**config.mk**
```make
export PLATFORM = sky130hd
export DESIGN_NAME = gtp_frame_tx
export DESIGN_NICKNAME = d
export VERILOG_FILES = /design/src/rtl/gtp_frame_tx.sv
export SDC_FILE = /design/constraint.sdc
export NUM_CORES = 1
export LEC_CHECK = 0
export ABC_AREA = 1
export BUFFER_PORTS_ARGS = -buffer_cell sky130_fd_sc_hd__buf_2
export CAP_MARGIN = 20
export CORE_ASPECT_RATIO = 0.7
export CORE_MARGIN = 2
export CORE_UTILIZATION = 50
export CTS_BUF_LIST = sky130_fd_sc_hd__clkbuf_16
export CTS_CLUSTER_DIAMETER = 50
export DETAILED_ROUTE_END_ITERATION = 16
export HOLD_SLACK_MARGIN = 0.12
export PLACE_DENSITY = 0.68
export SETUP_SLACK_MARGIN = 0.15
export SLEW_MARGIN = 20
export SYNTH_ARGS = -nofsm -noshare
export SYNTH_HDL_FRONTEND = slang
export SYNTH_SLANG_ARGS = --single-unit
```
**constraint.sdc**
```tcl
create_clock -name CLK -period 2.1 [get_ports CLK]
set_input_delay 0.315 -clock CLK [delete_from_list [all_inputs] [get_ports CLK]]
set_output_delay 0.315 -clock CLK [all_outputs]
set_load 0.02 [all_outputs]
```
**src/rtl/gtp_frame_tx.sv**
```systemverilog
// Self-triggered ADC waveform framer feeding one GTP lane: ring-buffers one channel, frames a window on a rising threshold crossing.
// Optional FRAME_CHECKSUM_EN: trailer carries the 12-bit sample sum; otherwise the trailer is the constant 16'hEFFF.
module gtp_frame_tx #(
  parameter int WINLEN = 32,
  parameter int PRE    = 8,
  parameter int BUFAW  = 6
) (
  input  logic         CLK,
  input  logic         RST,
  input  logic [191:0] D,
  input  logic [3:0]   CHSEL,
  input  logic [11:0]  THR,
  input  logic         ENABLE,
  output logic [15:0]  TXDATA,
  output logic         TXK,
  output logic         BUSY,
  output logic [15:0]  TRIGCNT
);

  localparam int DATA_W = 12;
  localparam int DEPTH  = 2 ** BUFAW;
  localparam int IW     = 8;

  typedef enum logic [1:0] {IDLE, HDR, SMP, TRL} state_t;

  state_t            state, state_nx;
  logic [DATA_W-1:0] ring [DEPTH];
  logic [BUFAW-1:0]  wptr;
  logic [BUFAW-1:0]  rptr;
  logic [BUFAW:0]    fill;
  logic [3:0]        chs_r;
  logic [IW-1:0]     idx;
  logic [DATA_W-1:0] samp_p0;
  logic [DATA_W-1:0] prev_p1;
  logic [DATA_W-1:0] ck_word;
  logic [15:0]       tx_nx;
  logic              txk_nx;
  logic              fill_full;
  logic              trig;

`ifdef FRAME_CHECKSUM_EN
  logic [DATA_W-1:0] ck;

  // Sum of 12-bit samples wraps modulo 4096 by construction.
  function automatic logic [DATA_W-1:0] ck_add(input logic [DATA_W-1:0] a,
                                               input logic [DATA_W-1:0] b);
    return a + b;
  endfunction

  always_ff @(posedge CLK) begin
    if (trig)
      ck <= '0;
    else if (state == SMP)
      ck <= ck_add(ck, ring[rptr]);
  end

  assign ck_word = ck;
`else
  assign ck_word = 12'hFFF;
`endif

  // Stage p0: live selected sample; p1: previous sample for edge detection.
  assign samp_p0   = D[32'(CHSEL) * DATA_W +: DATA_W];
  assign fill_full = fill[BUFAW];
  assign trig      = (state == IDLE) && ENABLE && fill_full &&
                     (samp_p0 > THR) && (prev_p1 <= THR);
  assign BUSY      = (state != IDLE);

  // Ring and read pointer are pure datapath and never reset.
  always_ff @(posedge CLK) begin
    ring[wptr] <= samp_p0;
    prev_p1    <= samp_p0;
    if (trig)
      rptr <= wptr - BUFAW'(PRE);
    else if (state == SMP)
      rptr <= rptr + 1'b1;
  end

  always_comb begin
    state_nx = state;
    tx_nx    = {8'h00, 8'hBC};
    txk_nx   = 1'b1;
    case (state)
      IDLE: if (trig) state_nx = HDR;
      HDR: begin
        state_nx = SMP;
        tx_nx    = {4'hA, chs_r, TRIGCNT[7:0]};
        txk_nx   = 1'b0;
      end
      SMP: begin
        if (idx == IW'(WINLEN - 1)) state_nx = TRL;
        tx_nx  = {4'h0, ring[rptr]};
        txk_nx = 1'b0;
      end
      TRL: begin
        state_nx = IDLE;
        tx_nx    = {4'hE, ck_word};
        txk_nx   = 1'b0;
      end
      default: state_nx = IDLE;
    endcase
  end

  // Stage p2: registered lane word; the ring read lands here one cycle after its address.
  always_ff @(posedge CLK or posedge RST) begin
    if (RST) begin
      state   <= IDLE;
      wptr    <= '0;
      fill    <= '0;
      chs_r   <= '0;
      idx     <= '0;
      TRIGCNT <= '0;
      TXDATA  <= 16'h00BC;
      TXK     <= 1'b1;
    end else begin
      state  <= state_nx;
      TXDATA <= tx_nx;
      TXK    <= txk_nx;
      wptr   <= wptr + 1'b1;
      if (state == IDLE && CHSEL != chs_r) begin
        chs_r <= CHSEL;
        fill  <= '0;
      end else if (!fill_full) begin
        fill <= fill + 1'b1;
      end
      if (trig)
        TRIGCNT <= TRIGCNT + 16'd1;
      if (state == HDR)
        idx <= '0;
      else if (state == SMP)
        idx <= idx + 1'b1;
    end
  end

endmodule
```
# Word-level counts from Yosys, hierarchy flattened
# Memories as Yosys holds them, arrays and structs flattened. A register that Yosys moved wholly into a read port is not among the register bits.
# Index checks and enable logic that the tools add are counted.
# totals
register_bits,78
latch_bits,0
mem_bits_rw,768
rom_bits,0
inputBits,211
output_inout_bits,34
word_cells,53
mem_count,1
# classes
n_addsub,6
n_mul,1
div_mod_pow,0
n_lt_le_gt_ge,2
n_eq_ne,8
n_shift,1
muxes,12
bitwise_logic,0
n_reduce_logical,11
# mem_list
memory,words,word_bits,read_ports,rd_ports_with_merged_regs,wr,line,rtl
ring,64,12,1,1,1,27,logic [DATA_W-1:0] ring [DEPTH];
# op_table
cell,count
$shiftx 192x9->12,1
$pmux 16 s3,1
$mux 6,3
$add 16x1->16 const B,1
$mux 8,2
$mux 7,2
$add 6x1->6 const B,2
$gt 12x12->1,1
$le 12x12->1,1
$add 8x1->8 const B,1
$eq 8x5->1 const B,1
$pmux 2 s4,1
$add 7x1->7 const B,1
$mul 4x2->6 const B,1
$reduce_bool 2->1,3
$sub 6x4->6 const B,1
$logic_and 1x1->1,5
$eq 2x2->1 const B,2
$mux 2,2
$ne 2x1->1 const B,2
$ne 4x4->1,1
$reduce_or 3->1,1
$eq 2x1->1 const B,1
$logic_not 2->1,1
3 further kinds,3

# Longest topological paths before layout
# depth
depth_word,7
mapped_depth,21
ltp_nobuf,19

# Worst setup path before layout
# No wires, ideal clock.
# synth_timing
kind,input -> register
startpoint,input port CHSEL[1]
endpoint,register rptr[0] (enable)
setup_ns,0.335
arrival_ns,3.460
required_ns,1.765
slack_ns,-1.695
path_stages,18
path_buffers,3
path_cell_list,clkbuf_1 -> inv_1 -> clkbuf_1 -> clkbuf_1 -> o211ai_1 -> nand3_1 -> nand2_1 -> ha_1 -> nand2_1 -> nor2_2 -> nand2_1 -> a21oi_1 -> nor2_1 -> nor2_2 -> nand2_2 -> inv_1 -> nor2_4 -> inv_1
# synth_between
elab_chain_cells,6
# synth_rtl
element,line,rtl
start: declaration,11,"input logic [3:0] CHSEL,"
$mul 4x2->6,63,assign samp_p0 = D[32'(CHSEL) * DATA_W +: DATA_W];
$shiftx 192x9->12,63,
via samp_p0[11],33,logic [DATA_W-1:0] samp_p0;
$gt 12x12->1,66,(samp_p0 > THR) && (prev_p1 <= THR);
$logic_and 1x1->1,65,assign trig = (state == IDLE) && ENABLE && fill_full &&
$logic_and 1x1->1,66,
$reduce_bool 2->1 (no source line),n/a,
end signal: assignment,74,rptr <= wptr - BUFAW'(PRE);
end signal: assignment,76,rptr <= rptr + 1'b1;
end: declaration,29,logic [BUFAW-1:0] rptr;
# The timed path passes the listed nets, and every way through them passes these cells.
# A chain may end at the register's enable or synchronous reset.

# Worst setup path after layout
# layout_timing
startpoint,input port CHSEL[0]
endpoint,register rptr[3] (enable)
# The elaborated chain is that of the path after synthesis.

==> metrics.cfg <==
[sta]
hold_violations = 0
slew_headroom_pct = 41.3
slew_viol_final = 0
max_slew.worst_pin.slew_ns = 0.880
setup_viol = 42
timing.fmax_mhz = 419
fin_crit_ns = 2.39
rsz0062_at_grt = true
fin_ws_ns = -0.286
whs_ns = 0.147
fin_crit_sh_pct = 114
finClkSkew_ns = 0.0212

[logic_synthesis]
synth_compound_area_share_pct = 4.41
syn_area_mm2 = 0.0373
synthAdderAreaFrac_pct = 1.21
ys_types = 41
synth_seq_cells = 850
muxShareOfSynthArea_pct = 1.29
synth.yosys.seq_area_share_pct = 67.1
synth_nets = 3645
synth_xor_xnor_area_share_pct = 0.681
synth-simple-area-share_pct = 20.5
synthCells = 3398
ys_warn_count = 0
synth_top_family_by_area = simple AND/OR/NAND/NOR gates
syn_area_per_cell_um2 = 11.0

[finish]
multiInputGateArea_mm2 = 0.0130
drive_above_1_share_pct = 31.6
fin_nets = 4159
insertedDiodeCount = 0
nFillCells = 5210
area_growth_pct = 30.3
utilization_pct = 66.0
seq_area_mm2 = 0.0251

[worst_setup_path]
crit_type = in2reg
worstPathRequired_ns = 2.47
worstSetupStartpointType = input port
path_max_fanout = 6
end_kind = flop
cp.arrival_ns = 2.76

[clock_tree]
clkSinkCount = 850
clkSlewWorstSetupHoldPaths_ns = 0.06
root_buffer = clkbuf_16
htree_levels = 3
clk_latency_ns = 0.66
cts_buffers = 80
cts_tree = done
cts_buffer_depth = 3

[run]
drv_cap = 0

[route]
routed_wl_um = 118000
route.detailed.drc = 0
via_count = 29200
wl_per_cell_um = 23.9
routed_via_density = 5.90
ant_nets = 0
firstDrtPassIters = 6
drtIter0Drc = 4272

[floorplanning]
die_h_um = 233
die_w_um = 331
io-pin-count = 245
row_count = 83
core_area_mm2 = 0.0736
dieArea_mm2 = 0.0769
initial_core_util_pct = 50.7

[grt]
grt_pass1_vias = 26700
grt_first_pass_wirelength_um = 167000
grt_antenna_before_repair = 5
overflow = 0
grt_max_degree = 66
grt.total_usage_pct = 29.3

[placement]
dp_hpwl_um = 69600
place.gp.congestion = 0.967
io_buffer_count = 243

[status]
violations = negative setup slack
status = finished, violations left

[power_and_ir_drop]
peakVddDrop_v = 0.000798
p_per_area_mw_per_mm2 = 1330
leakage_nw = 19.3

[min_path]
min_path_type = in2async

synth_stat cells (all sizes together):
master	n	area (um^2)
o21a	3	22.5
nand4	8	50.1
dfstp	6	158
ha	36	450
dfxtp	18	360
dfrtp	52	1300
edfxtp	774	23200
nand2	1062	3990
inv	110	418
o41ai	1	8.76
buf	171	1190
nor4	1	6.26
a21oi	127	639
and3	2	12.5
nor3	12	65.1
mux2i	48	480
o31ai	13	97.6
o21ai	100	500
xor2	18	158
nor3b	1	7.51
xnor2	11	96.3
nand3b	2	15.0
conb	1	3.75
nor2	116	448
clkbuf	40	150
nand3	614	3070
o21bai	2	15.0
clkinv	1	3.75
o211ai	48	360
sequential cells by signal, indices dropped and copies added (netlist names), named ones only:
name	flops
chs_r	4
fill	7
rptr	6
ring	768
TXK	1
wptr	6
TRIGCNT	16
idx	8
state	2
TXDATA	14
prev_p1	12
cell usage in the layout, fill, tap and decap left out, types with 62 or more instances in the layout:
cell	n
nand2_1	863
nor2_1	104
nand2_2	146
clkbuf_16	104
inv_1	115
buf_2	240
nand3_2	164
nand3_1	420
buf_4	220
a21oi_1	90
edfxtp_1	774
buf_12	62
worst paths after layout:
path,slack (ns),startpoint,cells after the start,to
worst max-delay path,-0.29,CHSEL[0],18,rptr[3]$_DFFE_PP_
worst min-delay path,0.15,RST,3,TRIGCNT[12]$_DFFE_PP0P_
worst max register to register,-0.08,flop,15,TXDATA[5]$_DFF_PP1_
worst min register to register,0.48,fill[5]$_DFFE_PP0P_,1,fill[5]$_DFFE_PP0P_
max in group asynchronous,1.41,RST,4,fill[6]$_DFF_PP0_
min in group CLK,0.17,CHSEL[3],4,chs_r[3]$_DFFE_PP0P_
stage by stage:
stage	area [um^2]	power [mW]	setup TNS [ns]	std cells	setup slack, ns
after floorplan	37700	32.7	-27.68	3398	-0.888
after global placement	41300	40.2	-255.75	4672	-1.01
after detailed placement	41300	40.4	-282.10	4672	-1.04
after CTS	46300	59.6	-1.52	4888	-0.105
after global routing	48600	67.0	-9.77	4946	-0.355
final	48600	64.6	-6.33	4946	-0.286
cell families (layout without fill, tap and decap cells):
logic type                 after synthesis  in the layout
and+or+nand+nor                       1818           1818
DFF                                    850            850
buffers and inverters                  322            893
AOI/OAI and AO/OA                      294            294
muxes                                   48             48
adders and majority gates               36             36
xor gates and xnor gates                29             29
other                                    1              1
routing by layer:
| layer | wire length, um | global-route usage [%] | vias up |
|---|---|---|---|
| li1 | - | - | 12900 |
| met1 | 50100 | 45.4 | 14300 |
| met2 | 52300 | 41.6 | 1673 |
| met3 | 12800 | 6.06 | 210 |
| met4 | 3180 | 8.26 | 6 |
| met5 | 51 | 0 | - |
power breakdown:
part | leakage [nW] | switching (mW) | internal [mW] | total, mW
combinational | 10.1 | 18.6 | 12.1 | 30.7
sequential | 7.86 | 0.360 | 19.3 | 19.7
clock | 1.31 | 6.36 | 7.85 | 14.2
total | 19.3 | 25.3 | 39.2 | 64.6
worst max-delay path, stage by stage:
cell and delay (ns):
buf_16 0.12, buf_4 0.15, a21oi_1 0.30, o21ai_1 0.17, o211ai_1 0.11, o211ai_1 0.16
nand2_4 0.12, ha_4 0.21, a21oi_2 0.12, o21ai_1 0.08, nand2_1 0.08, nand2_2 0.07
nor2_4 0.14, nor2_4 0.05, nand2_4 0.11, inv_4 0.05, nor2_4 0.17, clkinvlp_4 0.22
area by class of cell:
cell class              instances  share of cell area, %
clock buffers                  82                   4.22
clock inverters                57                  0.949
inverters                     111                  0.924
multi-input cells            2226                   26.7
flip-flops and latches        850                   51.6
well taps                     977                   2.51
repair buffers                642                   13.1
repair inverters                1                 0.0154
what timing repair did:
item | 4_1_cts | 5_1_grt
pin swaps | 134 | 201
hold endpoints to repair | 58 | 0
setup buffers | 49 | 35
cloned | 27 | 23
hold buffers | 1 | 0
resized for setup | 344 | 395
endpoints found under the setup margin | 124 | 274
No activity file was read; power rests on OpenSTA's default activity.
